==> config.mk <==
export PLATFORM = sky130hd
export DESIGN_NAME = pitch_glide_ctrl_flat
export DESIGN_NICKNAME = d
export VERILOG_FILES = /design/src/rtl/pitch_glide_ctrl_pkg.sv /design/src/rtl/pitch_glide_ctrl_if.sv /design/src/rtl/pitch_glide_ctrl_slew.sv /design/src/rtl/pitch_glide_ctrl.sv /design/src/flat_wrapper.sv
export SDC_FILE = /design/constraint.sdc
export NUM_CORES = 1
export LEC_CHECK = 0
export BUFFER_PORTS_ARGS = -buffer_cell sky130_fd_sc_hd__buf_2
export CAP_MARGIN = 20
export CORE_ASPECT_RATIO = 1.75
export CORE_MARGIN = 4
export CORE_UTILIZATION = 60
export DETAILED_ROUTE_END_ITERATION = 8
export HOLD_SLACK_MARGIN = 0.02
export MAX_ROUTING_LAYER = met4
export PLACE_DENSITY = 0.78
export SLEW_MARGIN = 20
export SYNTH_ARGS = -nofsm -noshare
export SYNTH_HDL_FRONTEND = slang
export SYNTH_SLANG_ARGS = --single-unit
==> constraint.sdc <==
create_clock -name sCLK_XVXOSC -period 9.5 [get_ports sCLK_XVXOSC]
set_input_delay 0 -clock sCLK_XVXOSC [delete_from_list [all_inputs] [get_ports sCLK_XVXOSC]]
set_output_delay 0 -clock sCLK_XVXOSC [all_outputs]
set_load 0.01 [all_outputs]
==> src/rtl/pitch_glide_ctrl_pkg.sv <==
// Shared types and constants for the pitch glide engine.
package synth_glide_pkg;

  typedef enum logic [1:0] {
    OFF    = 2'd0,
    ALWAYS = 2'd1,
    LEGATO = 2'd2
  } glide_mode_e;

  localparam logic [6:0] GLIDE_STEP_ADR = 7'h10;
  localparam logic [6:0] GLIDE_MODE_ADR = 7'h11;

  typedef logic [0:0] fsm_state_t;
  localparam fsm_state_t ST_IDLE  = 1'b0;
  localparam fsm_state_t ST_SWEEP = 1'b1;

  // A note on lands directly on its target unless a glide is actually wanted.
  // Mode code 3 matches neither ALWAYS nor LEGATO, so it behaves as OFF.
  function automatic logic glide_snap(input logic [1:0] mode,
                                      input logic [7:0] step,
                                      input logic       any_held);
    logic gliding;
    gliding    = (mode == ALWAYS) || (mode == LEGATO);
    glide_snap = !gliding || (step == 8'h00) || ((mode == LEGATO) && !any_held);
  endfunction

endpackage

==> src/rtl/pitch_glide_ctrl_if.sv <==
// Key, register and result-stream signals of the glide engine.
interface pitch_glide_ctrl_if #(
  parameter int unsigned VOICES  = 8,
  parameter int unsigned V_WIDTH = 3,
  parameter int unsigned KEY_W   = 8,
  parameter int unsigned FRAC_W  = 8
);
  logic                    key_event;
  logic                    key_gate;
  logic [V_WIDTH-1:0]      cur_key_adr;
  logic [KEY_W-1:0]        cur_key_val;
  logic                    step_en;
  logic                    com_sel;
  logic                    write;
  logic                    read;
  logic [6:0]              adr;
  logic [7:0]              synth_data_in;
  logic [7:0]              synth_data_out;
  logic                    out_valid;
  logic [V_WIDTH-1:0]      out_vx;
  logic [KEY_W+FRAC_W-1:0] out_pitch;
  logic [VOICES-1:0]       glide_busy;
  logic                    sweep_overrun;

  modport master (
    output key_event, key_gate, cur_key_adr, cur_key_val, step_en,
           com_sel, write, read, adr, synth_data_in,
    input  synth_data_out, out_valid, out_vx, out_pitch, glide_busy, sweep_overrun
  );

  modport slave (
    input  key_event, key_gate, cur_key_adr, cur_key_val, step_en,
           com_sel, write, read, adr, synth_data_in,
    output synth_data_out, out_valid, out_vx, out_pitch, glide_busy, sweep_overrun
  );
endinterface

==> src/rtl/pitch_glide_ctrl_slew.sv <==
// One-voice slew ALU: moves cur toward tgt by step, clamping on arrival.
module glide_slew #(
  parameter int unsigned P_W    = 16,
  parameter int unsigned STEP_W = 8
) (
  input  logic [P_W-1:0]    cur,
  input  logic [P_W-1:0]    tgt,
  input  logic [STEP_W-1:0] step,
  output logic [P_W-1:0]    next
);
  logic signed [P_W:0] d;
  logic signed [P_W:0] mag;
  logic signed [P_W:0] step_x;

  // Signed distance, then either land on target or take one step toward it.
  always_comb begin
    d      = $signed({1'b0, tgt}) - $signed({1'b0, cur});
    mag    = d[P_W] ? -d : d;
    step_x = $signed({{(P_W + 1 - STEP_W){1'b0}}, step});
    if (mag <= step_x)
      next = tgt;
    else if (d[P_W])
      next = cur - P_W'(step);
    else
      next = cur + P_W'(step);
  end
endmodule

==> src/rtl/pitch_glide_ctrl.sv <==
// Per-voice portamento engine: time-multiplexed slew of current pitch to target.
module pitch_glide_ctrl
  import synth_glide_pkg::*;
#(
  parameter int unsigned VOICES  = 8,
  parameter int unsigned V_WIDTH = 3,
  parameter int unsigned KEY_W   = 8,
  parameter int unsigned FRAC_W  = 8
) (
  input  logic             sCLK_XVXOSC,
  input  logic             reset_reg,
  pitch_glide_ctrl_if.slave bus
);
  localparam int unsigned P_W = KEY_W + FRAC_W;

  logic [P_W-1:0]     cur [VOICES];
  logic [P_W-1:0]     tgt [VOICES];
  logic [VOICES-1:0]  held;
  logic [7:0]         glide_step;
  logic [1:0]         glide_mode;
  logic [7:0]         rd_data;

  fsm_state_t         state;
  logic [V_WIDTH-1:0] vcnt;
  logic               out_valid_r;
  logic [V_WIDTH-1:0] out_vx_r;
  logic [P_W-1:0]     out_pitch_r;
  logic               overrun_r;
  logic [VOICES-1:0]  busy;

  logic               sweeping;
  logic               note_on;
  logic               snap;
  logic               hit;
  logic [P_W-1:0]     ev_pitch;
  logic [P_W-1:0]     slew_next;
  logic [P_W-1:0]     stream_pitch;

  assign sweeping = (state == ST_SWEEP);
  assign note_on  = bus.key_event && bus.key_gate;
  assign ev_pitch = {bus.cur_key_val, {FRAC_W{1'b0}}};
  assign snap     = glide_snap(glide_mode, glide_step, |held);
  assign hit      = sweeping && note_on && (bus.cur_key_adr == vcnt);

  glide_slew #(.P_W(P_W), .STEP_W(8)) u_slew (
    .cur  (cur[vcnt]),
    .tgt  (tgt[vcnt]),
    .step (glide_step),
    .next (slew_next)
  );

  // A note on to the voice being swept overrides its slew; the stream shows the event result.
  assign stream_pitch = hit ? (snap ? ev_pitch : cur[vcnt]) : slew_next;

  // Register block: glide step/mode writes and registered readback.
  always_ff @(posedge sCLK_XVXOSC or posedge reset_reg) begin
    if (reset_reg) begin
      glide_step <= '0;
      glide_mode <= OFF;
      rd_data    <= '0;
    end else begin
      if (bus.com_sel && bus.write) begin
        if (bus.adr == GLIDE_STEP_ADR) glide_step <= bus.synth_data_in;
        if (bus.adr == GLIDE_MODE_ADR) glide_mode <= bus.synth_data_in[1:0];
      end
      if (bus.com_sel && bus.read) begin
        case (bus.adr)
          GLIDE_STEP_ADR: rd_data <= glide_step;
          GLIDE_MODE_ADR: rd_data <= {6'b0, glide_mode};
          default:        rd_data <= '0;
        endcase
      end
    end
  end

  // Sweep sequencer and result stream register.
  always_ff @(posedge sCLK_XVXOSC or posedge reset_reg) begin
    if (reset_reg) begin
      state       <= ST_IDLE;
      vcnt        <= '0;
      out_valid_r <= 1'b0;
      out_vx_r    <= '0;
      out_pitch_r <= '0;
      overrun_r   <= 1'b0;
    end else begin
      overrun_r <= sweeping && bus.step_en;
      if (sweeping) begin
        out_valid_r <= 1'b1;
        out_vx_r    <= vcnt;
        out_pitch_r <= stream_pitch;
        vcnt        <= vcnt + 1'b1;
        if (vcnt == V_WIDTH'(VOICES - 1)) state <= ST_IDLE;
      end else begin
        out_valid_r <= 1'b0;
        if (bus.step_en) begin
          state <= ST_SWEEP;
          vcnt  <= '0;
        end
      end
    end
  end

  // Voice state: key events take priority over the sweep write on the same voice.
  always_ff @(posedge sCLK_XVXOSC or posedge reset_reg) begin
    if (reset_reg) begin
      for (int unsigned i = 0; i < VOICES; i++) begin
        cur[i] <= '0;
        tgt[i] <= '0;
      end
      held <= '0;
    end else begin
      for (int unsigned i = 0; i < VOICES; i++) begin
        if (note_on && (bus.cur_key_adr == V_WIDTH'(i))) begin
          tgt[i] <= ev_pitch;
          if (snap) cur[i] <= ev_pitch;
        end else if (sweeping && (vcnt == V_WIDTH'(i))) begin
          cur[i] <= slew_next;
        end
        if (bus.key_event && (bus.cur_key_adr == V_WIDTH'(i)))
          held[i] <= bus.key_gate;
      end
    end
  end

  // Busy flags follow the stored pitch directly.
  always_comb begin
    busy = '0;
    for (int unsigned i = 0; i < VOICES; i++)
      busy[i] = (cur[i] != tgt[i]);
  end

  assign bus.synth_data_out = rd_data;
  assign bus.out_valid      = out_valid_r;
  assign bus.out_vx         = out_vx_r;
  assign bus.out_pitch      = out_pitch_r;
  assign bus.glide_busy     = busy;
  assign bus.sweep_overrun  = overrun_r;
endmodule

==> src/flat_wrapper.sv <==
// flat-port wrapper written by rule: the top's interface ports become plain ports
module pitch_glide_ctrl_flat import synth_glide_pkg::*;
#(
  parameter int unsigned VOICES  = 8,
  parameter int unsigned V_WIDTH = 3,
  parameter int unsigned KEY_W   = 8,
  parameter int unsigned FRAC_W  = 8
)
  (sCLK_XVXOSC, reset_reg, bus_key_event, bus_key_gate, bus_cur_key_adr, bus_cur_key_val, bus_step_en, bus_com_sel, bus_write, bus_read, bus_adr, bus_synth_data_in, bus_synth_data_out, bus_out_valid, bus_out_vx, bus_out_pitch, bus_glide_busy, bus_sweep_overrun);
  pitch_glide_ctrl_if #(.VOICES(VOICES), .V_WIDTH(V_WIDTH), .KEY_W(KEY_W), .FRAC_W(FRAC_W)) bus_i ();
  input  logic sCLK_XVXOSC;
  input  logic reset_reg;
  input wire logic [$bits(bus_i.key_event)-1:0] bus_key_event;
  input wire logic [$bits(bus_i.key_gate)-1:0] bus_key_gate;
  input wire logic [$bits(bus_i.cur_key_adr)-1:0] bus_cur_key_adr;
  input wire logic [$bits(bus_i.cur_key_val)-1:0] bus_cur_key_val;
  input wire logic [$bits(bus_i.step_en)-1:0] bus_step_en;
  input wire logic [$bits(bus_i.com_sel)-1:0] bus_com_sel;
  input wire logic [$bits(bus_i.write)-1:0] bus_write;
  input wire logic [$bits(bus_i.read)-1:0] bus_read;
  input wire logic [$bits(bus_i.adr)-1:0] bus_adr;
  input wire logic [$bits(bus_i.synth_data_in)-1:0] bus_synth_data_in;
  output wire logic [$bits(bus_i.synth_data_out)-1:0] bus_synth_data_out;
  output wire logic [$bits(bus_i.out_valid)-1:0] bus_out_valid;
  output wire logic [$bits(bus_i.out_vx)-1:0] bus_out_vx;
  output wire logic [$bits(bus_i.out_pitch)-1:0] bus_out_pitch;
  output wire logic [$bits(bus_i.glide_busy)-1:0] bus_glide_busy;
  output wire logic [$bits(bus_i.sweep_overrun)-1:0] bus_sweep_overrun;
  assign bus_i.key_event = bus_key_event;
  assign bus_i.key_gate = bus_key_gate;
  assign bus_i.cur_key_adr = bus_cur_key_adr;
  assign bus_i.cur_key_val = bus_cur_key_val;
  assign bus_i.step_en = bus_step_en;
  assign bus_i.com_sel = bus_com_sel;
  assign bus_i.write = bus_write;
  assign bus_i.read = bus_read;
  assign bus_i.adr = bus_adr;
  assign bus_i.synth_data_in = bus_synth_data_in;
  assign bus_synth_data_out = bus_i.synth_data_out;
  assign bus_out_valid = bus_i.out_valid;
  assign bus_out_vx = bus_i.out_vx;
  assign bus_out_pitch = bus_i.out_pitch;
  assign bus_glide_busy = bus_i.glide_busy;
  assign bus_sweep_overrun = bus_i.sweep_overrun;
  pitch_glide_ctrl #(.VOICES(VOICES), .V_WIDTH(V_WIDTH), .KEY_W(KEY_W), .FRAC_W(FRAC_W)) u_core (.sCLK_XVXOSC(sCLK_XVXOSC), .reset_reg(reset_reg), .bus(bus_i));
endmodule
==> results of run 1 <==
==> worst max-delay path, stage by stage, from the launching register on <==
cell and delay [ns]:
dfrtp_4 1.07, mux4_2 0.60, nand2_1 0.13, nand2_1 0.12
inv_1 0.07, ha_1 0.28, and3_1 0.21, and3_4 0.18
and4_1 0.23, o31ai_1 0.36, a21o_1 0.70, nand3_1 0.15
a22oi_1 0.19, a211oi_1 0.08, xnor2_1 0.14, ha_1 0.32
o21a_1 0.11, o21a_1 0.17, o21a_1 0.17, o21a_1 0.17
o21a_1 0.16, o22ai_1 0.21, o211ai_1 0.16, o41ai_2 0.29
o221a_1 0.86, mux2i_1 0.85, o221ai_1 0.23
==> flip-flops by register name, indices dropped and copies added, names as in the netlist <==
name / cells
u_core.vcnt: 3
u_core.glide_mode: 2
u_core.tgt: 64
u_core.state: 1
u_core.bus.sweep_overrun: 1
u_core.bus.out_pitch: 16
u_core.glide_step: 8
u_core.bus.out_vx: 3
u_core.cur: 128
u_core.held: 8
u_core.bus.out_valid: 1
u_core.bus.synth_data_out: 8
==> metrics by stage <==
stage	cell area [um2]	util	std cells
CTS	16400	0.685	1950
global route	16500	0.685	1950
global placement	15300	0.636	1874
finish	16500	0.685	1952
detailed placement	15300	0.636	1875
floorplan	14700	-	1543
==> cell type report <==
class | instances | area, um2 | area share
inverters | 42 | 165 | 0.0100
flip-flops and latches | 243 | 6090 | 0.370
clock buffers | 30 | 674 | 0.0410
clock inverters | 10 | 135 | 0.00821
repair buffers | 131 | 896 | 0.0544
multi-input cells | 1186 | 8110 | 0.493
well taps | 308 | 385 | 0.0234
diodes | 2 | 5.00 | 0.000304
==> synthesized netlist by cell type (3+ instances only) <==
cell type  count
nand3_1       36
a22oi_1       11
and3_1        14
a31oi_1        6
nand4_1       21
nor3_1        20
a21o_1        19
mux2_2        24
o22ai_1       16
o21a_1         8
buf_6          4
buf_1          8
o32ai_1        4
mux4_2        41
o221ai_1       9
a32oi_1        6
a22o_1        25
a21oi_1       79
o31ai_1        7
o221ai_2       7
or4_1         11
o21ai_0      120
or2_2          4
o211ai_1       4
a41oi_1        3
clkbuf_1      55
or3_1         49
dfrtp_1      243
inv_1         41
nand2b_1       9
xnor2_1       69
nor2b_1       11
o21ai_1       15
mux2i_2        5
xor2_1        30
nand2_1      316
nor2_1        45
nor4_1        24
mux2i_1       34
ha_1          40
==> final timing paths <==
path	cells past startpoint	end	from	slack, ns
worst min-delay path	6	u_core.glide_step[1]	bus_com_sel	0.08
min in group asynchronous	3	u_core.cur[67]	reset_reg	0.12
worst max register to register	26	u_core.bus.out_pitch[11]	u_core.vcnt[0]	1.04
max in group asynchronous	4	u_core.vcnt[0]	reset_reg	7.77
worst max-delay path	26	u_core.bus.out_pitch[11]	u_core.vcnt[0]	1.04
worst min register to register	2	u_core.held[4]	u_core.held[4]	0.49
==> kinds of logic after synthesis <==
logic type / count (synthesis) / synth area share
AND/OR/NAND/NOR: 574 / 0.183
AO/OA/AOI/OAI: 366 / 0.162
flip-flops: 243 / 0.415
buffers and inverters: 114 / 0.0331
multiplexers: 106 / 0.112
XOR/XNOR: 99 / 0.0592
adder cells (fa/ha/maj): 41 / 0.0355
==> routing by layer <==
metal | vias up | global-route usage | wire, um
li1 | 5775 | - | -
met1 | 6578 | 0.429 | 17200
met2 | 882 | 0.654 | 26100
met3 | 334 | 0.0671 | 4480
met4 | 0 | 0.340 | 6170
met5 | - | - | 0
==> run summary, run 1 <==
The flow ran to the end, and the final reports show no timing, DRC or antenna violations. The synthesized area came out at 0.0147 mm2. The total half-perimeter wirelength after legalization and detailed placement is 38800 um.

The latest clock arrival within the worst-skew pair is 0.55 ns. The max-slew violation total from the final report is 0. The wire length of the first global-routing pass came out at 81700 um. The library cell used most frequently in the layout, excluding fill and tap cells, is nand2_1. The Yosys step of the flow raised 0 warnings. The total routed wirelength is 53900 um.

The number of nets handed over by synthesis was 1618. After detailed routing, the average wire length per cell comes to 27.6 um. The final sum of negative setup slack is 0 ns.

The number of sinks driven by the clock tree is 243. The layout overhead on the synthesized area came out at 12.4%. The total of endpoints with negative setup slack in the final report is 0. Row generation in the floorplan step produced 75 rows. Routability-driven placement finished with a final weighted congestion of 1.04. The die is 126 um wide.

The measured slew at the worst slew-check pin came out at 1.31 ns. The hold-fix buffer count after cts is 35. The number of inserted filler cells in the final layout is 1910.

The tree is rooted in a clkbuf_16. The count of boundary I/O pins is 71. The H-tree depth came out at 1. For this run, design rule violations remaining after detail routing come to 0. STA classifies the critical path startpoint as a register. The number of antenna violations at the first check in global routing is 0. Counting every instance in the synthesized netlist gives 1543.

In this run, distinct cell masters in the synthesized netlist total 79. The initial utilization of the core area, before any placement, comes to 0.610. The number of maximum-capacitance violations came out at 0. The total area inside the core boundary comes to 0.0240 mm2. The number of endpoints with negative hold slack in the final report came out at 0. The count of buffers added by post-CTS timing repair for setup is 0. The global router's overall resource usage is 0.405. Setup repair after global routing left no endpoint under its margin. The count of instances resized after the clock tree is built came out at 0. The worst setup path is of the register to register kind. Counting flops with a built-in enable in the synthesized netlist gives 0.

The post-layout minimum cycle time is 8.46 ns. Clock-pin slew was measured on the worst setup and hold paths at 0.07 ns. The number of port buffers came out at 70. Clock tree synthesis inserted a total of 24 buffers.

In the final layout, the share of cells above drive strength 1 is 0.144. Data on the critical path arrives at its endpoint at 8.86 ns. The die covers 0.0271 mm2. The worst hold slack after final layout is 0.0824 ns. The number of iterations in the first detailed-routing pass came out at 7. Measured against its own limit, the worst slew margin works out to 0.121.

In the synthesized netlist the async set-or-reset flop fraction comes to 1.00. The routed via count came out at 13.6k. The post-detailed-route via-to-cell ratio is 6.95. The setup clock skew after layout came out at 0.0136 ns. In the layout the commonest cells are nand2_1, dfrtp_1, o21ai_0. The TritonCTS clock tree is yes. Once routing completed, OpenROAD measured the worst setup slack at 1.04 ns. From bottom edge to top edge, the die measures 215 um. The number of global-route vias before repair came to 13.8k.

Synthesis inferred 243 register bits. The largest net degree at the start of global routing came out at 106. The period utilization is 0.891.

The initial detailed-routing violation count is 1526. By area the synthesized netlist is led by dfrtp_1, nand2_1, mux4_2. The number of buffers on the longest clock path came out at 3. The dominant synthesized flop cell is dfrtp_1. The top fanout value on the critical path came out at 55.

The count of nets after finishing is 1703. The share of Yosys cell area claimed by the top area cell type came out at 0.415. The path class of the lowest-slack min-delay path is input pin to register. The post-synthesis sequential area ratio came out at 0.415.

Once detail routing completed, the nets flagged for antenna violations numbered 0. At the placement stage, the worst setup path has a slack of 1.18 ns. Global routing finished with a remaining overflow of 0.

The mean instance size in the synthesized netlist came out at 9.49 um2. Summed over all instances, the cell type with the most area after synthesis is dfrtp_1. Based on the critical path, the design can be clocked at up to 118 MHz.

The worst setup path is captured at a register. The worst endpoint required time is 9.89 ns.
Power of run 1 is left out: the tool's default activity adds up to more than one toggle a clock period on the data nets, which glitch-free logic cannot reach.
==> run 2, diff against run 1 <==
--- a/config.mk
+++ b/config.mk
@@ -5,15 +5,17 @@
 export SDC_FILE = /design/constraint.sdc
 export NUM_CORES = 1
 export LEC_CHECK = 0
-export BUFFER_PORTS_ARGS = -buffer_cell sky130_fd_sc_hd__buf_2
+export BUFFER_PORTS_ARGS = -buffer_cell sky130_fd_sc_hd__buf_4
 export CAP_MARGIN = 20
+export CELL_PAD_IN_SITES_DETAIL_PLACEMENT = 0
+export CELL_PAD_IN_SITES_GLOBAL_PLACEMENT = 1
 export CORE_ASPECT_RATIO = 1.75
 export CORE_MARGIN = 4
-export CORE_UTILIZATION = 60
+export CORE_UTILIZATION = 49
 export DETAILED_ROUTE_END_ITERATION = 8
 export HOLD_SLACK_MARGIN = 0.02
 export MAX_ROUTING_LAYER = met4
-export PLACE_DENSITY = 0.78
+export PLACE_DENSITY = 0.81
 export SLEW_MARGIN = 20
 export SYNTH_ARGS = -nofsm -noshare
 export SYNTH_HDL_FRONTEND = slang
==> run 2 against run 1 <==
  * Clock skew up 0.0051 ns
  * Global-route usage is 6.5 points lower
  * Core utilization shrank 11 points
  * Routed wire length grew 1.7%
  * Cell count rose by 4.3%
  * Critical path depth decreased by 1
  * Register-to-register slack got worse by 0.03 ns
  * Critical endpoint is now u_core.bus.out_pitch[9]
==> run summary, run 2 (synthesis results as in run 1) <==
The number of maximum-capacitance violations came out at 0 (unchanged). The wire length of the first global-routing pass came out at 83000 um (+1.6%). The routed via count is 13.2k (-2.9%). The area enclosed by the die boundary is 0.0328 mm2 (+21%). The count of instances resized after the clock tree is built came out at 0 (unchanged). The global router's overall resource usage is 0.340 (-0.0654). The number of buffers on the longest clock path was 3 (unchanged). The path class of the lowest-slack min-delay path is input pin to register.

Setup repair after global routing left no endpoint under its margin. The total half-perimeter wirelength after legalization and detailed placement came out at 40300 um (+3.7%). The worst endpoint required time came out at 9.89 ns (about the same). The achievable clock frequency came to 118 MHz (-0.32%). The total routed wirelength is 54800 um (+1.7%). The number of iterations in the first detailed-routing pass came to 5 (-2). The latest clock arrival within the worst-skew pair is 0.55 ns (about the same). The total congestion overflow after global routing is 0 (unchanged). The number of global-route vias before repair is 13.5k (-2.3%). The post-detailed-route via-to-cell ratio came out at 6.47 (-6.9%).

The count of nets after finishing is 1715 (+0.70%). More flip-flops sit in one register than any other, and that register is u_core.cur. The period utilization is 0.894 (+0.00283). The die boundary width came out at 139 um (+10%). TritonCTS built the clock tree. The placed instance area is 0.0156 mm2 (+2.0%). The library cell used most frequently in the layout, excluding fill and tap cells, is nand2_1.

The clock-pin slew reported for the worst setup and hold paths after clock tree synthesis came out at 0.07 ns (about the same). The total of endpoints with negative setup slack in the final report came out at 0 (unchanged). The core area is 0.0294 mm2 (+22%). The post-layout minimum cycle time is 8.49 ns (+0.0269 ns). The arrival time at the worst endpoint is 8.88 ns (+0.02 ns). The count of boundary I/O pins came out at 71 (unchanged).

The layout overhead on the synthesized area came out at 14.6%. The initial core utilization is 0.498 (-0.111). The number of placement rows came out at 83 (+11%). The final antenna diode count came out at 0 (-2). The worst setup path is of the register to register kind. The slowest stage of the critical path is the dfrtp_4 cell. The area of the multi-input gates came to 0.00811 mm2 (about the same). The average wire per standard cell is 26.9 um (-2.4%). The delay of the slowest cell on the worst path came out at 1.02 ns (-0.05 ns). The number of antenna violations at the first check in global routing is 0 (unchanged). The initial detailed-routing violation count came to 1018 (-33%). The setup slack after layout was 1.01 ns (-0.0269 ns). The setup clock skew after layout is 0.0187 ns (+0.00511 ns).

The number of remaining DRC errors came to 0 (unchanged). The number of inserted filler cells in the final layout is 2619 (+37%). The sequential cell area in the final layout came out at 0.00609 mm2 (about the same).

The tree is rooted in a clkbuf_16. The number of nets still failing antenna checks after routing was 0 (unchanged). The max-slew violation total from the final report is 0 (unchanged).

The H-tree depth is 1 (unchanged). The number of port buffers came out at 70 (unchanged). The measured slew at the worst slew-check pin came out at 1.18 ns (-0.125 ns).

The weighted congestion at the end of routability-driven global placement is 0.969 (-6.8%). The vertical extent of the die is 237 um (+10%). The fraction of layout instances using a drive strength above 1 was 0.144 (-0.000356). The flip-flop count of the largest register after layout came to 128 (unchanged). The final standard cell utilization of the core is 0.571 (-0.114). The number of sinks driven by the clock tree came to 243 (unchanged).

The total non-filler cell area in the finished layout is 0.0168 mm2 (+2.0%). The TritonCTS buffer count is 24 (unchanged). The cell repeated most along the worst path is o21a_1. The run finished with clean final reports. The worst max-slew margin expressed relative to the limit came out at 0.205 (+0.0833). The top fanout value on the critical path came out at 46 (-16%).

The kind of start point of the critical path is a register. The pre-CTS setup slack is 1.18 ns (-0.00759 ns). The final sum of negative setup slack is 0 ns (unchanged).

The top cell types in the final layout, fill and taps aside, are nand2_1, dfrtp_1, o21ai_0. The largest net degree at the start of global routing is 101 (-4.7%). The number of endpoints with negative hold slack in the final report came to 0 (unchanged). The kind of end point of the critical path is a register.
[run 2: cell types whose count changed in the layout (fill, tap and decap cells not counted), sizes merged]
cell         previous run  this run
dlygate4sd3            35        42
bufinv                  3         2
clkbuf                 30        34
clkinv                  5         3
clkinvlp                1         0
buf                    96       101
diode                   2         0
inv                    43        42
[run 2: final timing paths]
check	depth (start not counted)	slack (ns)	start	to
min in group asynchronous	3	0.14	reset_reg	u_core.cur[118]
max in group asynchronous	5	6.88	reset_reg	u_core.vcnt[0]
hold reg to reg	2	0.48	u_core.held[2]	u_core.held[2]
setup / recovery	25	1.01	u_core.vcnt[0]	u_core.bus.out_pitch[9]
hold / removal	4	0.03	bus_read	u_core.bus.synth_data_out[1]
setup reg to reg	25	1.01	u_core.vcnt[0]	u_core.bus.out_pitch[9]
[run 2: worst max-delay path, delay by kind of cell, from the launching register on]
family	cells	cell delay (ns)
flops	1	1.02
simple gates	3	0.37
fa+ha+maj	2	0.74
compound gates	15	4.02
mux	2	1.15
xor+xnor	1	0.15
buf+inv	2	0.81
[run 2: per-layer routing]
| layer | up-vias | track usage | share of wire | routed length [um] |
|---|---|---|---|---|
| li1 | 5786 | - | - | - |
| met1 | 6479 | 0.357 | 0.34 | 18600 |
| met2 | 649 | 0.578 | 0.50 | 27600 |
| met3 | 256 | 0.0447 | 0.060 | 3290 |
| met4 | 0 | 0.257 | 0.097 | 5340 |
| met5 | - | - | 0 | 0 |
[run 2: layout make-up]
type,instances,area share
Tap cell,382,0.0285
Clock inverter,5,0.00447
Sequential cell,243,0.362
Multi-Input combinational cell,1186,0.483
Timing Repair Buffer,143,0.0702
Inverter,42,0.00984
Clock buffer,34,0.0417
[run 2: what timing repair did]
item                      4_1_cts  5_1_grt
buffers inserted                0        0
hold buffers                   42        0
hold endpoints to repair      218        0
[run 2: through the flow]
stage | hold WS (ns) | cells
floorplan | 0.0863 | 1543
global placement | 0.171 | 1953
detailed placement | 0.177 | 1954
CTS | 0.0389 | 2035
global route | 0.0958 | 2035
finish | 0.0342 | 2035
Power of run 2 is left out for the same reason.
